==> src/rtl/spi_flash_pkg.sv <==
// Purpose: shared opcodes, FSM state encoding and JEDEC byte selection for the SPI flash responder.
// Latency: n/a (constants and a pure function only).
// Backpressure: n/a.
package spi_flash_pkg;

    localparam logic [7:0] OP_READ = 8'h03;
    localparam logic [7:0] OP_RDID = 8'h9F;
    localparam logic [7:0] OP_RDSR = 8'h05;
    localparam logic [7:0] OP_WREN = 8'h06;
    localparam logic [7:0] OP_WRDI = 8'h04;

    typedef enum logic [2:0] {
        IDLE,
        CMD,
        ADDR,
        DATA_OUT,
        ID_OUT,
        SR_OUT,
        WAIT_CS
    } state_t;

    // Byte idx of the 3-byte JEDEC identifier, manufacturer byte first.
    function automatic logic [7:0] id_byte(input logic [23:0] id, input logic [1:0] idx);
        case (idx)
            2'd0:    return id[23:16];
            2'd1:    return id[15:8];
            default: return id[7:0];
        endcase
    endfunction

endpackage

==> src/rtl/spi_slave_sync.sv <==
// Purpose: brings the asynchronous SPI pins into the clk domain and flags sclk edges.
// Latency: 2 clk from pin to di_s/cs_active; edge strobes valid in the cycle after the 2nd flop updates.
// Backpressure: none; pins are sampled every clk.
module spi_slave_sync (
    input  logic clk,
    input  logic rst,
    input  logic flash_cs_n,
    input  logic flash_clk,
    input  logic flash_di,
    output logic sclk_rise,
    output logic sclk_fall,
    output logic cs_active,
    output logic di_s
);

    // sclk keeps a third stage so edges are detected on already-synchronised values.
    logic [2:0] sclk_q, sclk_d;
    logic [1:0] cs_q, cs_d;
    logic [1:0] di_q, di_d;

    // Shift each pin into its synchroniser chain.
    always_comb begin
        sclk_d = {sclk_q[1:0], flash_clk};
        cs_d   = {cs_q[0], flash_cs_n};
        di_d   = {di_q[0], flash_di};
    end

    // Synchroniser registers reset to the bus idle levels (cs deasserted, sclk low).
    always_ff @(posedge clk) begin
        if (rst) begin
            sclk_q <= 3'b000;
            cs_q   <= 2'b11;
            di_q   <= 2'b00;
        end else begin
            sclk_q <= sclk_d;
            cs_q   <= cs_d;
            di_q   <= di_d;
        end
    end

    assign sclk_rise = sclk_q[1] & ~sclk_q[2];
    assign sclk_fall = ~sclk_q[1] & sclk_q[2];
    assign cs_active = ~cs_q[1];
    assign di_s      = di_q[1];

endmodule

==> src/rtl/spi_flash_responder.sv <==
// Purpose: SPI-flash target (mode 0, MSB first) serving READ, RDID, RDSR, WREN and WRDI from a byte memory port.
// Latency: response MSB on the sclk fall after the 8th rise of the previous byte; mem_rd 1 clk after the detected rise.
// Backpressure: none; master must keep flash_clk <= clk/4, memory must answer 1 clk after mem_rd.
module spi_flash_responder #(
    parameter logic [23:0] JEDEC_ID  = 24'hEF4015,
    parameter int          ADDR_BITS = 24
) (
    input  logic                 clk,
    input  logic                 rst,
    input  logic                 flash_cs_n,
    input  logic                 flash_clk,
    input  logic                 flash_di,
    output logic                 flash_do,
    output logic                 flash_do_oe,
    output logic [ADDR_BITS-1:0] mem_addr,
    output logic                 mem_rd,
    input  logic [7:0]           mem_data,
    output logic                 busy
);
    import spi_flash_pkg::*;

    logic sclk_rise, sclk_fall, cs_active, di_s;

    spi_slave_sync u_sync (
        .clk        (clk),
        .rst        (rst),
        .flash_cs_n (flash_cs_n),
        .flash_clk  (flash_clk),
        .flash_di   (flash_di),
        .sclk_rise  (sclk_rise),
        .sclk_fall  (sclk_fall),
        .cs_active  (cs_active),
        .di_s       (di_s)
    );

    state_t                state_q, state_d;
    logic [4:0]            bit_cnt_q, bit_cnt_d;
    logic [22:0]           shift_in_q, shift_in_d;
    logic [7:0]            shift_out_q, shift_out_d;
    logic [1:0]            id_idx_q, id_idx_d;
    logic                  do_q, do_d;
    logic                  oe_q, oe_d;
    logic                  mem_rd_q, mem_rd_d;
    logic                  rd_dly_q, rd_dly_d;
    logic                  wel_q, wel_d;
    logic                  wel_set_q, wel_set_d;
    logic                  wel_clr_q, wel_clr_d;
    logic                  cs_prev_q, cs_prev_d;
    logic [ADDR_BITS-1:0]  mem_addr_q, mem_addr_d;

    logic [7:0]  out_byte;
    logic [7:0]  cmd_byte;
    logic [23:0] addr_word;

    // Next-state, shift registers, memory strobes and pin outputs.
    always_comb begin
        state_d     = state_q;
        bit_cnt_d   = bit_cnt_q;
        shift_in_d  = shift_in_q;
        shift_out_d = shift_out_q;
        id_idx_d    = id_idx_q;
        do_d        = do_q;
        oe_d        = oe_q;
        mem_rd_d    = 1'b0;
        rd_dly_d    = mem_rd_q;
        wel_d       = wel_q;
        wel_set_d   = wel_set_q;
        wel_clr_d   = wel_clr_q;
        cs_prev_d   = cs_active;
        mem_addr_d  = mem_addr_q;

        // At flash_clk = clk/4 the fall after a fetch lands in the same clk as mem_data,
        // so the memory byte is forwarded straight to the output shifter.
        out_byte  = rd_dly_q ? mem_data : shift_out_q;
        cmd_byte  = {shift_in_q[6:0], di_s};
        addr_word = {shift_in_q, di_s};

        if (rd_dly_q) begin
            shift_out_d = mem_data;
        end

        if (!cs_active) begin
            // Deselect aborts everything, including partial bytes; WEL changes commit here.
            state_d   = IDLE;
            bit_cnt_d = 5'd0;
            oe_d      = 1'b0;
            do_d      = 1'b1;
            if (wel_set_q) begin
                wel_d = 1'b1;
            end else if (wel_clr_q) begin
                wel_d = 1'b0;
            end
            wel_set_d = 1'b0;
            wel_clr_d = 1'b0;
        end else begin
            case (state_q)
                IDLE: begin
                    if (!cs_prev_q) begin
                        state_d   = CMD;
                        bit_cnt_d = 5'd0;
                    end
                end
                CMD: begin
                    if (sclk_rise) begin
                        shift_in_d = addr_word[22:0];
                        bit_cnt_d  = bit_cnt_q + 5'd1;
                        if (bit_cnt_q == 5'd7) begin
                            bit_cnt_d = 5'd0;
                            state_d   = WAIT_CS;
                            case (cmd_byte)
                                OP_READ: state_d = ADDR;
                                OP_RDID: begin
                                    state_d     = ID_OUT;
                                    shift_out_d = id_byte(JEDEC_ID, 2'd0);
                                    id_idx_d    = 2'd1;
                                    oe_d        = 1'b1;
                                end
                                OP_RDSR: begin
                                    state_d     = SR_OUT;
                                    shift_out_d = {6'b0, wel_q, 1'b0};
                                    oe_d        = 1'b1;
                                end
                                OP_WREN: begin
                                    wel_set_d = 1'b1;
                                    wel_clr_d = 1'b0;
                                end
                                OP_WRDI: begin
                                    wel_set_d = 1'b0;
                                    wel_clr_d = 1'b1;
                                end
                                default: ;
                            endcase
                        end
                    end
                end
                ADDR: begin
                    if (sclk_rise) begin
                        shift_in_d = addr_word[22:0];
                        bit_cnt_d  = bit_cnt_q + 5'd1;
                        if (bit_cnt_q == 5'd23) begin
                            bit_cnt_d  = 5'd0;
                            mem_addr_d = addr_word[ADDR_BITS-1:0];
                            mem_rd_d   = 1'b1;
                            oe_d       = 1'b1;
                            state_d    = DATA_OUT;
                        end
                    end
                end
                DATA_OUT, ID_OUT, SR_OUT: begin
                    if (sclk_fall) begin
                        do_d        = out_byte[7];
                        shift_out_d = {out_byte[6:0], 1'b0};
                    end
                    if (sclk_rise) begin
                        bit_cnt_d = bit_cnt_q + 5'd1;
                        if (bit_cnt_q == 5'd7) begin
                            // Byte boundary: fetch/reload the next byte before the coming fall.
                            bit_cnt_d = 5'd0;
                            if (state_q == DATA_OUT) begin
                                mem_addr_d = mem_addr_q + ADDR_BITS'(1);
                                mem_rd_d   = 1'b1;
                            end else if (state_q == ID_OUT) begin
                                shift_out_d = id_byte(JEDEC_ID, id_idx_q);
                                id_idx_d    = (id_idx_q == 2'd2) ? 2'd0 : id_idx_q + 2'd1;
                            end else begin
                                shift_out_d = {6'b0, wel_q, 1'b0};
                            end
                        end
                    end
                end
                default: begin
                    oe_d = 1'b0;
                    do_d = 1'b1;
                end
            endcase
        end
    end

    // State and datapath registers with synchronous reset.
    always_ff @(posedge clk) begin
        if (rst) begin
            state_q     <= IDLE;
            bit_cnt_q   <= 5'd0;
            shift_in_q  <= '0;
            shift_out_q <= 8'h00;
            id_idx_q    <= 2'd0;
            do_q        <= 1'b1;
            oe_q        <= 1'b0;
            mem_rd_q    <= 1'b0;
            rd_dly_q    <= 1'b0;
            wel_q       <= 1'b0;
            wel_set_q   <= 1'b0;
            wel_clr_q   <= 1'b0;
            cs_prev_q   <= 1'b0;
            mem_addr_q  <= '0;
        end else begin
            state_q     <= state_d;
            bit_cnt_q   <= bit_cnt_d;
            shift_in_q  <= shift_in_d;
            shift_out_q <= shift_out_d;
            id_idx_q    <= id_idx_d;
            do_q        <= do_d;
            oe_q        <= oe_d;
            mem_rd_q    <= mem_rd_d;
            rd_dly_q    <= rd_dly_d;
            wel_q       <= wel_d;
            wel_set_q   <= wel_set_d;
            wel_clr_q   <= wel_clr_d;
            cs_prev_q   <= cs_prev_d;
            mem_addr_q  <= mem_addr_d;
        end
    end

    assign flash_do    = do_q;
    assign flash_do_oe = oe_q;
    assign mem_addr    = mem_addr_q;
    assign mem_rd      = mem_rd_q;
    assign busy        = (state_q != IDLE);

endmodule
==> config.mk <==
export PLATFORM = sky130hd
export DESIGN_NAME = spi_flash_responder
export DESIGN_NICKNAME = d
export VERILOG_FILES = /design/src/rtl/spi_flash_pkg.sv /design/src/rtl/spi_slave_sync.sv /design/src/rtl/spi_flash_responder.sv
export SDC_FILE = /design/constraint.sdc
export NUM_CORES = 1
export LEC_CHECK = 0
export ABC_AREA = 1
export CAP_MARGIN = 20
export CORE_MARGIN = 8
export CORE_UTILIZATION = 44
export CTS_CLUSTER_DIAMETER = 60
export DETAILED_ROUTE_END_ITERATION = 10
export GPL_TIMING_DRIVEN = 0
export PLACE_DENSITY_LB_ADDON = 0.2
export SYNTH_ARGS = -nofsm -noshare
export SYNTH_HDL_FRONTEND = slang
export SYNTH_SLANG_ARGS = --single-unit
==> constraint.sdc <==
create_clock -name clk -period 1.5 [get_ports clk]
set_input_delay 0.3 -clock clk [delete_from_list [all_inputs] [get_ports clk]]
set_output_delay 0.3 -clock clk [all_outputs]
set_load 0.03 [all_outputs]
== Yosys cells after proc, flatten, opt, wreduce, memory -nomap -nowiden ==
Index checks and enable logic that the tools add are counted.

* Memory bits (read-only): 0
* Memory bits (writable): 0
* Flip-flop bits (word level): 80
* Output and inout bits: 28
* Latch bits: 0
* Memories: 0
* Bits of input ports: 13

* Magnitude comparators: 0
* $add $sub $neg: 3
* Bitwise gates (word level): 7
* Mux-type cells: 58
* Multiply operators: 0
* Equality and inequality tests: 28
* Reduce and logical (&&, ||, !) cells: 25
* Divide/modulo/power cells: 0
* Shift-type cells: 0

{| class="wikitable"
|+ Operators by type and width
! kind !! number
|-
| two-way mux 24 bit || 5
|-
| two-way mux 8 bit || 9
|-
| case mux 24 bit (2 select lines) || 1
|-
| case mux 8 bit (2 select lines) || 3
|-
| two-way mux 5 bit || 5
|-
| adder 24 x 1 -> 24 bit (second input constant) || 1
|-
| == test 8 x 3 -> 1 bit (second input constant) || 3
|-
| inequality test 2 bit (second input constant) || 12
|-
| case mux 3 bit (3 select lines) || 2
|-
| two-way mux 2 bit || 8
|-
| two-way mux 3 bit || 5
|-
| case mux 5 bit (3 select lines) || 1
|-
| two-way mux 1 bit || 13
|-
| AND reduction 6 bit || 2
|-
| AND reduction 9 bit || 1
|-
| nonzero test 3 bit || 3
|-
| == test 8 x 2 -> 1 bit (second input constant) || 1
|-
| == test 8 bit (second input constant) || 1
|-
| case mux 1 bit (2 select lines) || 4
|-
| AND reduction 4 bit || 2
|-
| nonzero test 2 bit || 4
|-
| OR reduction 4 bit || 2
|-
| AND reduction 7 bit || 1
|-
| == test 3 x 2 -> 1 bit (second input constant) || 2
|-
| 19 further kinds || 30
|}

== Depth between registers and ports, before layout ==
Gate-level depths: netlist of run 1.

* Depth in word-level cells: 8
* Mapped depth: 11
* Depth with buffers taken out: 11

== Modules after synthesis ==
A second synthesis of run 1 with hierarchy kept.

* Cells, all modules: 744
* Area, all modules: 4544.4 um^2

{| class="wikitable"
|+ By module, submodules not included
! module !! instances !! seq. area each (um^2) !! cells each !! area each (um^2)
|-
| spi_flash_responder || 1 || 1461.4 || 718 || 4332.9
|-
| spi_slave_sync || 1 || 140.1 || 26 || 211.5
|}

== Worst setup path after synthesis of run 1 ==
No wires, ideal clock.

* Kind: reg2reg
* From: reg mem_addr_q[2], in the netlist mem_addr[2]
* To: reg mem_addr_q[11], in the netlist mem_addr[11]
* Setup slack: -0.158 ns
* Library setup time: 0.119 ns
* Cell stages (with the launch flop): 10
* Arrival: 1.539 ns
* Data required time: 1.381 ns
* Cells stage by stage: dfxtp_1 -> nand2_1 -> nor2_1 -> nand2_1 -> nor2_1 -> nand3_1 -> o21ai_0 -> nand2_1 -> nand2_1 -> a21oi_1

* Longest elaborated chain between the ends: 5

{| class="wikitable"
|+ Ends and longest elaborated chain
! element !! RTL line !! text
|-
| start, declared || spi_flash_responder.sv:49 || <nowiki>logic [ADDR_BITS-1:0] mem_addr_q, mem_addr_d;</nowiki>
|-
| start signal, assigned || spi_flash_responder.sv:210 || <nowiki>mem_addr_q <= mem_addr_d;</nowiki>
|-
| adder 24 x 1 -> 24 bit || spi_flash_responder.sv:160 || <nowiki>mem_addr_d = mem_addr_q + ADDR_BITS'(1);</nowiki>
|-
| two-way mux 24 bit || spi_flash_responder.sv:159 || <nowiki>if (state_q == DATA_OUT) begin</nowiki>
|-
| two-way mux 24 bit || spi_flash_responder.sv:156 || <nowiki>if (bit_cnt_q == 5'd7) begin</nowiki>
|-
| two-way mux 24 bit || spi_flash_responder.sv:154 || <nowiki>if (sclk_rise) begin</nowiki>
|-
| case mux 24 bit (2 select lines) || spi_flash_responder.sv:96 || <nowiki>case (state_q)</nowiki>
|}

Every way passes these cells. The select of a mux whose other input is x is not followed.
A chain may end at the register's enable or synchronous reset.

== Worst setup path after layout of run 1 ==
* From: reg bit_cnt_q[0]
* To: reg mem_addr_q[3], in the netlist mem_addr[3]

* Longest elaborated chain between the ends: 3
* Elaborated cells on any way between the ends: 5
* Those cells by class: eq/ne: 4; reduce/logical: 1

{| class="wikitable"
|+ Ends and longest elaborated chain
! element !! RTL line !! text
|-
| start, declared || spi_flash_responder.sv:37 || <nowiki>logic [4:0] bit_cnt_q, bit_cnt_d;</nowiki>
|-
| start signal, assigned || spi_flash_responder.sv:198 || <nowiki>bit_cnt_q <= bit_cnt_d;</nowiki>
|-
| == test 5 x 3 -> 1 bit / == test 5 bit (equally long branches) || spi_flash_responder.sv:156, spi_flash_responder.sv:140 ||
|-
| inequality test 2 bit (no line) || n/a ||
|-
| AND reduction 7 bit (no line) * || n/a ||
|}

Mark *: on every way between the ends. The rest lies on a longest branch, timed or not.

==> results.json, run 1 <==
{
  "slew-limit-headroom_pct": 57.5,
  "dpl_worst_slack_ns": -0.451,
  "root_buffer": "clkbuf_8",
  "power_frac_seq_pct": 51.4,
  "yosys_warnings": 0,
  "start_kind": "flop",
  "rows": 37,
  "maxSlewViolCount": 0,
  "p_leak_nw": 2.41,
  "power.switching_mw": 1.06,
  "max_stage_delay_ns": 0.36,
  "io_buffer_count": 40,
  "post-route-util_pct": 65.4,
  "drive_gt1_share_pct": 33.9,
  "combPwrFrac_pct": 6.9,
  "synthTopCellsByArea": "dfxtp_1, nand2_1, nor2_1",
  "syn_area_um2": 4550,
  "overflow": 0,
  "synth.ff_latch_count": 80,
  "synthArstFlopShare_pct": 0,
  "routabilityCongestion": 0.933,
  "finalInstanceArea_um2": 6660,
  "worstPathCellList": "ha_4, nand2_4, nor3_4, nand2_2, nand2_2, inv_4, nor2_8, buf_4, buf_6, o21ai_1, a21oi_2",
  "final_hold_viol_count": 0,
  "path_common_cell": "nand2_2",
  "synth_nets": 750,
  "tightest_slew_ns": 0.638,
  "fmax_mhz": 556,
  "holdWs_ns": 0.413,
  "cts_max_path_buffers": 2,
  "clkSinkCount": 80,
  "hold_path_class": "flop to flop",
  "dieArea_um2": 13900,
  "drv_cap": 0,
  "clk_pin_slew_ns": 0.09,
  "ys_types": 40,
  "ioPinCount": 41,
  "wl_per_cell_um": 16.5,
  "grt_first_pass_wirelength_um": 24300,
  "power_frac_clock_pct": 41.7,
  "syn_to_final_growth_pct": 46.2,
  "netlist.area_leader.share_pct": 35.2,
  "drc": 0,
  "htree_levels": 3,
  "cts_tree": "built",
  "synth_edf_count": 0,
  "clock_latency_ns": 0.37,
  "holdBufCountCts": 0,
  "cts_buffers": 9,
  "via_per_inst": 5.47,
  "powerDensity_nw_per_um2": 624,
  "fin_crit_sh_pct": 120,
  "via_count": 5347,
  "postSynthCellCount": 735,
  "worstPathArrival_ns": 2.10,
  "die_x_um": 118,
  "cp_max_fo": 4,
  "cp-end-kind": "flop",
  "initial_core_util_pct": 44.7,
  "skew_ns": 0.00595,
  "final_antenna_net_count": 0,
  "dr.first_iter.drc_count": 366,
  "antenna_found_initial": 0,
  "internal_power_mw": 3.10,
  "grt_max_degree": 14,
  "setup_viol_count_final": 66,
  "required_ns": 1.80,
  "status": "finished with violations",
  "drtPass1Iterations": 5,
  "worst_slack_ns": -0.298,
  "grt_usage_pct": 21.1,
  "criticalPathCategory": "flop to flop",
  "irDropWorstVdd_mv": 0.369,
  "fillerInstances": 850,
  "nets": 852,
  "rsz0062_at_grt": "true",
  "diodes": 0,
  "violations": "negative setup slack",
  "fin_crit_ns": 1.80,
  "yosys.area.top_type": "dfxtp_1",
  "dp_hpwl_um": 10500,
  "die_y_um": 118,
  "place_area_um2": 5180,
  "first_global_vias": 5072,
  "ys_seq_area_share_pct": 35.2,
  "tns_ns": -9.67,
  "syn_area_per_cell_um2": 6.19,
  "wirelength_um": 16100,
  "yosys_most_used_dff": "dfxtp_1",
  "slowest_stage": "dfxtp_2",
  "core_um2": 10200,
  "switching_share_pct": 25.4
}
[repair_timing]
action                                  in CTS  in global routing
resized for setup                          167                191
endpoints found under the hold margin        0                  0
gates cloned                                 3                  3
buffers inserted                            34                 15
pin swaps                                   27                 48
endpoints found under the setup margin      96                 81
[final timing paths]
path | slack (ns) | start | cells past startpoint | endpoint
hold reg to reg | 0.41 | u_sync.di_q[0] | 2 | u_sync.di_q[1]
setup reg to reg | -0.30 | bit_cnt_q[0] | 11 | mem_addr[3]
setup / recovery | -0.30 | bit_cnt_q[0] | 11 | mem_addr[3]
hold / removal | 0.41 | u_sync.di_q[0] | 2 | u_sync.di_q[1]
[stage by stage]
step	cells	power [mW]
global placement	911	2.38
floorplan	735	2.31
detailed placement	911	2.38
finish	977	4.16
CTS	962	4.09
global route	977	4.28
[cell families (layout without fill, tap and decap cells)]
logic type,count (synthesis),in the layout,synth area share [%]
adders and majority gates,2,2,0.550
AOI/OAI and AO/OA,141,141,16.3
buffers and inverters,92,198,8.33
xor gates and xnor gates,3,3,0.577
DFF,80,80,35.2
and+or+nand+nor,417,417,39.1
[state kept, by name (all words and copies together), names as in the netlist, 2 cells and up]
name / count
mem_addr: 24
shift_in_q: 23
shift_out_q: 8
bit_cnt_q: 5
state_q: 3
u_sync.sclk_q: 3
id_idx_q: 2
u_sync.cs_q: 2
u_sync.di_q: 2
[layer usage]
metal,track usage [%],vias up,routed length [um]
met5,0,-,0
met4,11.7,0,761
met1,23.2,2454,6260
met3,5.23,66,1050
li1,-,2583,-
met2,36.7,244,8030
[final cells by class]
cell class	instances	area, um^2	share of cell area (%)
multi-input cells	563	3240	48.7
flip-flops and latches	80	1640	24.6
repair buffers	93	916	13.8
inverters	68	290	4.36
plain buffers	22	199	2.99
well taps	136	170	2.56
clock buffers	11	151	2.27
clock inverters	4	52.6	0.789
[power by group through the flow]
stage | Sequential, mW | Combinational, mW | Clock, mW
after floorplan | 2.19 | 0.113 | 0
after global placement | 2.19 | 0.182 | 0
after detailed placement | 2.20 | 0.186 | 0
after CTS | 2.14 | 0.213 | 1.74
after global routing | 2.14 | 0.307 | 1.83
final | 2.14 | 0.286 | 1.73
[placed cells by master (no fill, tap or decap), types with 3 or more instances in the layout]
| cell type | instances |
|---|---|
| clkdlybuf4s50_1 | 12 |
| dfxtp_4 | 4 |
| nand2_1 | 164 |
| nor3_1 | 5 |
| clkbuf_2 | 8 |
| nand3_2 | 12 |
| nand4_1 | 5 |
| nor2_1 | 99 |
| clkdlybuf4s15_1 | 7 |
| nand2_8 | 3 |
| clkbuf_1 | 3 |
| dfxtp_2 | 16 |
| buf_4 | 29 |
| inv_1 | 54 |
| inv_4 | 7 |
| dlygate4sd2_1 | 9 |
| o21ai_0 | 28 |
| nand3b_1 | 3 |
| nor2_4 | 15 |
| inv_2 | 4 |
| o21ai_1 | 8 |
| buf_8 | 5 |
| dfxtp_1 | 60 |
| and2_1 | 3 |
| clkbuf_8 | 11 |
| o21ai_2 | 30 |
| nand3_1 | 39 |
| inv_6 | 3 |
| a21oi_1 | 45 |
| buf_6 | 28 |
| a21oi_2 | 18 |
| nand2_4 | 15 |
| clkdlybuf4s15_2 | 7 |
| nand3_4 | 4 |
| nor2_2 | 16 |
| nand2_2 | 27 |
[cells in the mapped netlist (2+ instances only)]
master,count
nand2_1,204
nor2_1,123
dfxtp_1,80
o21ai_0,64
a21oi_1,63
inv_1,63
nand3_1,51
clkbuf_1,10
buf_2,8
nor3_1,7
inv_2,5
nand4_1,5
buf_4,4
nand2_2,4
nand3_2,4
nor2_4,4
and2_1,3
nand3b_1,3
nor2_2,3
a21oi_2,2
ha_1,2
o211ai_1,2
o21ai_1,2
or2_2,2
xor2_1,2
[critical path: cells and delay by family, from the launching register on]
kind	cells	cell delay [ns]
and+or+nand+nor	5	0.74
buffers and inverters	3	0.28
adders and majority gates	1	0.15
AOI/OAI and AO/OA	2	0.20
DFF	1	0.36
No activity file was read; power rests on OpenSTA's default activity.
==> inputs of run 2 (changes only) <==
--- a/config.mk
+++ b/config.mk
@@ -11,6 +11,7 @@
 export CORE_UTILIZATION = 44
 export CTS_CLUSTER_DIAMETER = 60
 export DETAILED_ROUTE_END_ITERATION = 10
+export DONT_BUFFER_PORTS = 1
 export GPL_TIMING_DRIVEN = 0
 export PLACE_DENSITY_LB_ADDON = 0.2
 export SYNTH_ARGS = -nofsm -noshare
==> constraint.sdc (replaced) <==
create_clock -name clk -period 1.6 [get_ports clk]
set_input_delay 0.32 -clock clk [delete_from_list [all_inputs] [get_ports clk]]
set_output_delay 0.32 -clock clk [all_outputs]
set_load 0.03 [all_outputs]
==> results.json, run 2 (same netlist as run 1, synthesis figures left out) <==
{
  "status": "finished with violations",
  "violations": "negative setup slack",
  "final_cell_mix": "nand2_1, nor2_1, inv_1",
  "ioPinCount": 41,
  "hold_path_class": "input port to flop",
  "final_antenna_net_count": 0,
  "seq_area_um2": 1680,
  "drv_cap": 0,
  "final_common_cell": "nand2_1",
  "slowest_stage": "dfxtp_2",
  "slew-limit-headroom_pct": 56.4,
  "wl_met3_um": 890,
  "rows": 37,
  "htree_levels": 3,
  "drive_gt1_share_pct": 27.1,
  "io_buffer_count": 0,
  "root_buffer": "clkbuf_8",
  "core_um2": 10200,
  "holdWs_ns": 0.0570,
  "dp_cells": 871,
  "tns_ns": -0.946,
  "grt_usage_pct": 20.5,
  "drc": 0,
  "fin_crit_sh_pct": 105,
  "initial_core_util_pct": 44.7,
  "start_kind": "flop",
  "die_y_um": 118,
  "routed.top_layer": "met4",
  "final_hold_viol_count": 0,
  "multi_input_area_um2": 3030,
  "clk_pin_slew_ns": 0.08,
  "maxSlewViolCount": 0,
  "finalNonFillerCells": 925,
  "largest_register_ffs": 24,
  "clkSinkCount": 80,
  "cp-end-kind": "flop",
  "worst_slack_ns": -0.0836,
  "antenna_found_initial": 0,
  "worstPathArrival_ns": 1.90,
  "overflow": 0,
  "fmax_mhz": 594,
  "irDropWorstVdd_mv": 0.611,
  "clock_latency_ns": 0.36,
  "nets": 800,
  "wirelength_um": 15100,
  "setup_viol_count_final": 24,
  "wl_met1_um": 6250,
  "cts_max_path_buffers": 2,
  "dieArea_um2": 13900,
  "path_common_cell": "buf_6",
  "first_global_vias": 4704,
  "skew_ns": 0.0102,
  "fin_total_pwr_mw": 3.44,
  "tightest_slew_ns": 0.654,
  "via_count": 5052,
  "powerDensity_nw_per_um2": 587,
  "via_per_inst": 5.46,
  "max_stage_delay_ns": 0.33,
  "drtPass1Iterations": 5,
  "dr.first_iter.drc_count": 383,
  "cts_tree": "built",
  "grt_max_degree": 17,
  "dp_hpwl_um": 10300,
  "criticalPathCategory": "flop to flop",
  "worstPathCellList": "buf_6, inv_6, nor2_4, nand2_2, a21oi_4, buf_6, nand3_4, clkbuf_16, nand2_1, a21oi_2",
  "syn_to_final_growth_pct": 28.7,
  "die_x_um": 118,
  "cts_buffers": 9,
  "grt_first_pass_wirelength_um": 23300,
  "diodes": 0,
  "wl_per_cell_um": 16.3,
  "rsz0062_at_grt": "true",
  "cp_max_fo": 8,
  "fin_crit_ns": 1.68,
  "fillerInstances": 969,
  "routabilityCongestion": 0.947,
  "wl_met2_um": 7550,
  "required_ns": 1.82,
  "p_leak_nw": 2.08
}
## run 2: cell count changes in the layout (fill, tap and decap cells not counted), sizes merged
cell,delta
buf,-18
clkdlybuf4s15,-14
clkdlybuf4s50,-12
bufinv,-1
clkinv,+2
inv,-2
bufbuf,+1
clkinvlp,+1
dlygate4sd2,-9
## run 2: timing repair
item,CTS,global route
cloned,2,2
pin swaps,20,25
resized for setup,85,135
hold buffers,0,0
endpoints found under the setup margin,70,68
setup buffers,17,20
## run 2: critical path: cells and delay by family (launching register included)
family / cells / cell delay [ns]
and+or+nand+nor: 4 / 0.43
AOI/OAI and AO/OA: 2 / 0.24
DFF: 1 / 0.33
buffers and inverters: 4 / 0.55
## run 2: stage by stage
stage | setup slack [ns] | area, um^2 | util, %
2_1_floorplan | 0.000838 | 4560 | -
3_3_place_gp | -0.389 | 4730 | 46.4
3_5_place_dp | -0.369 | 4730 | 46.4
4_1_cts | -0.0682 | 5300 | 52.0
5_1_grt | -0.154 | 5860 | 57.5
6_report | -0.0836 | 5860 | 57.5
## run 2: path summary, 6_finish.rpt
check                  from              to  slack [ns]  cells after the start
max reg2reg      state_q[1]     mem_addr[9]       -0.08                     10
min reg2reg  u_sync.di_q[0]  u_sync.di_q[1]        0.41                      2
min              flash_cs_n  u_sync.cs_q[0]        0.06                      1
max              state_q[1]     mem_addr[9]       -0.08                     10
## run 2: power breakdown
group | internal [mW] | switching (mW)
Sequential | 1.97 | 0.0117
Combinational | 0.0534 | 0.123
Clock | 0.548 | 0.734
## run 2: metal layers
| metal | vias to the layer above | GRT usage (%) |
|---|---|---|
| li1 | 2483 | - |
| met1 | 2367 | 23.6 |
| met2 | 166 | 35.8 |
| met3 | 36 | 4.51 |
| met4 | 0 | 8.33 |
| met5 | - | 0 |
## run 2: cell type report
class,count,share of cell area [%]
buffer,22,2.90
clock buffer,11,2.24
clock inverter,4,0.384
inverter,68,4.70
multi-input combinational,563,51.7
sequential,80,28.7
tap,136,2.90
timing repair buffer,41,6.49
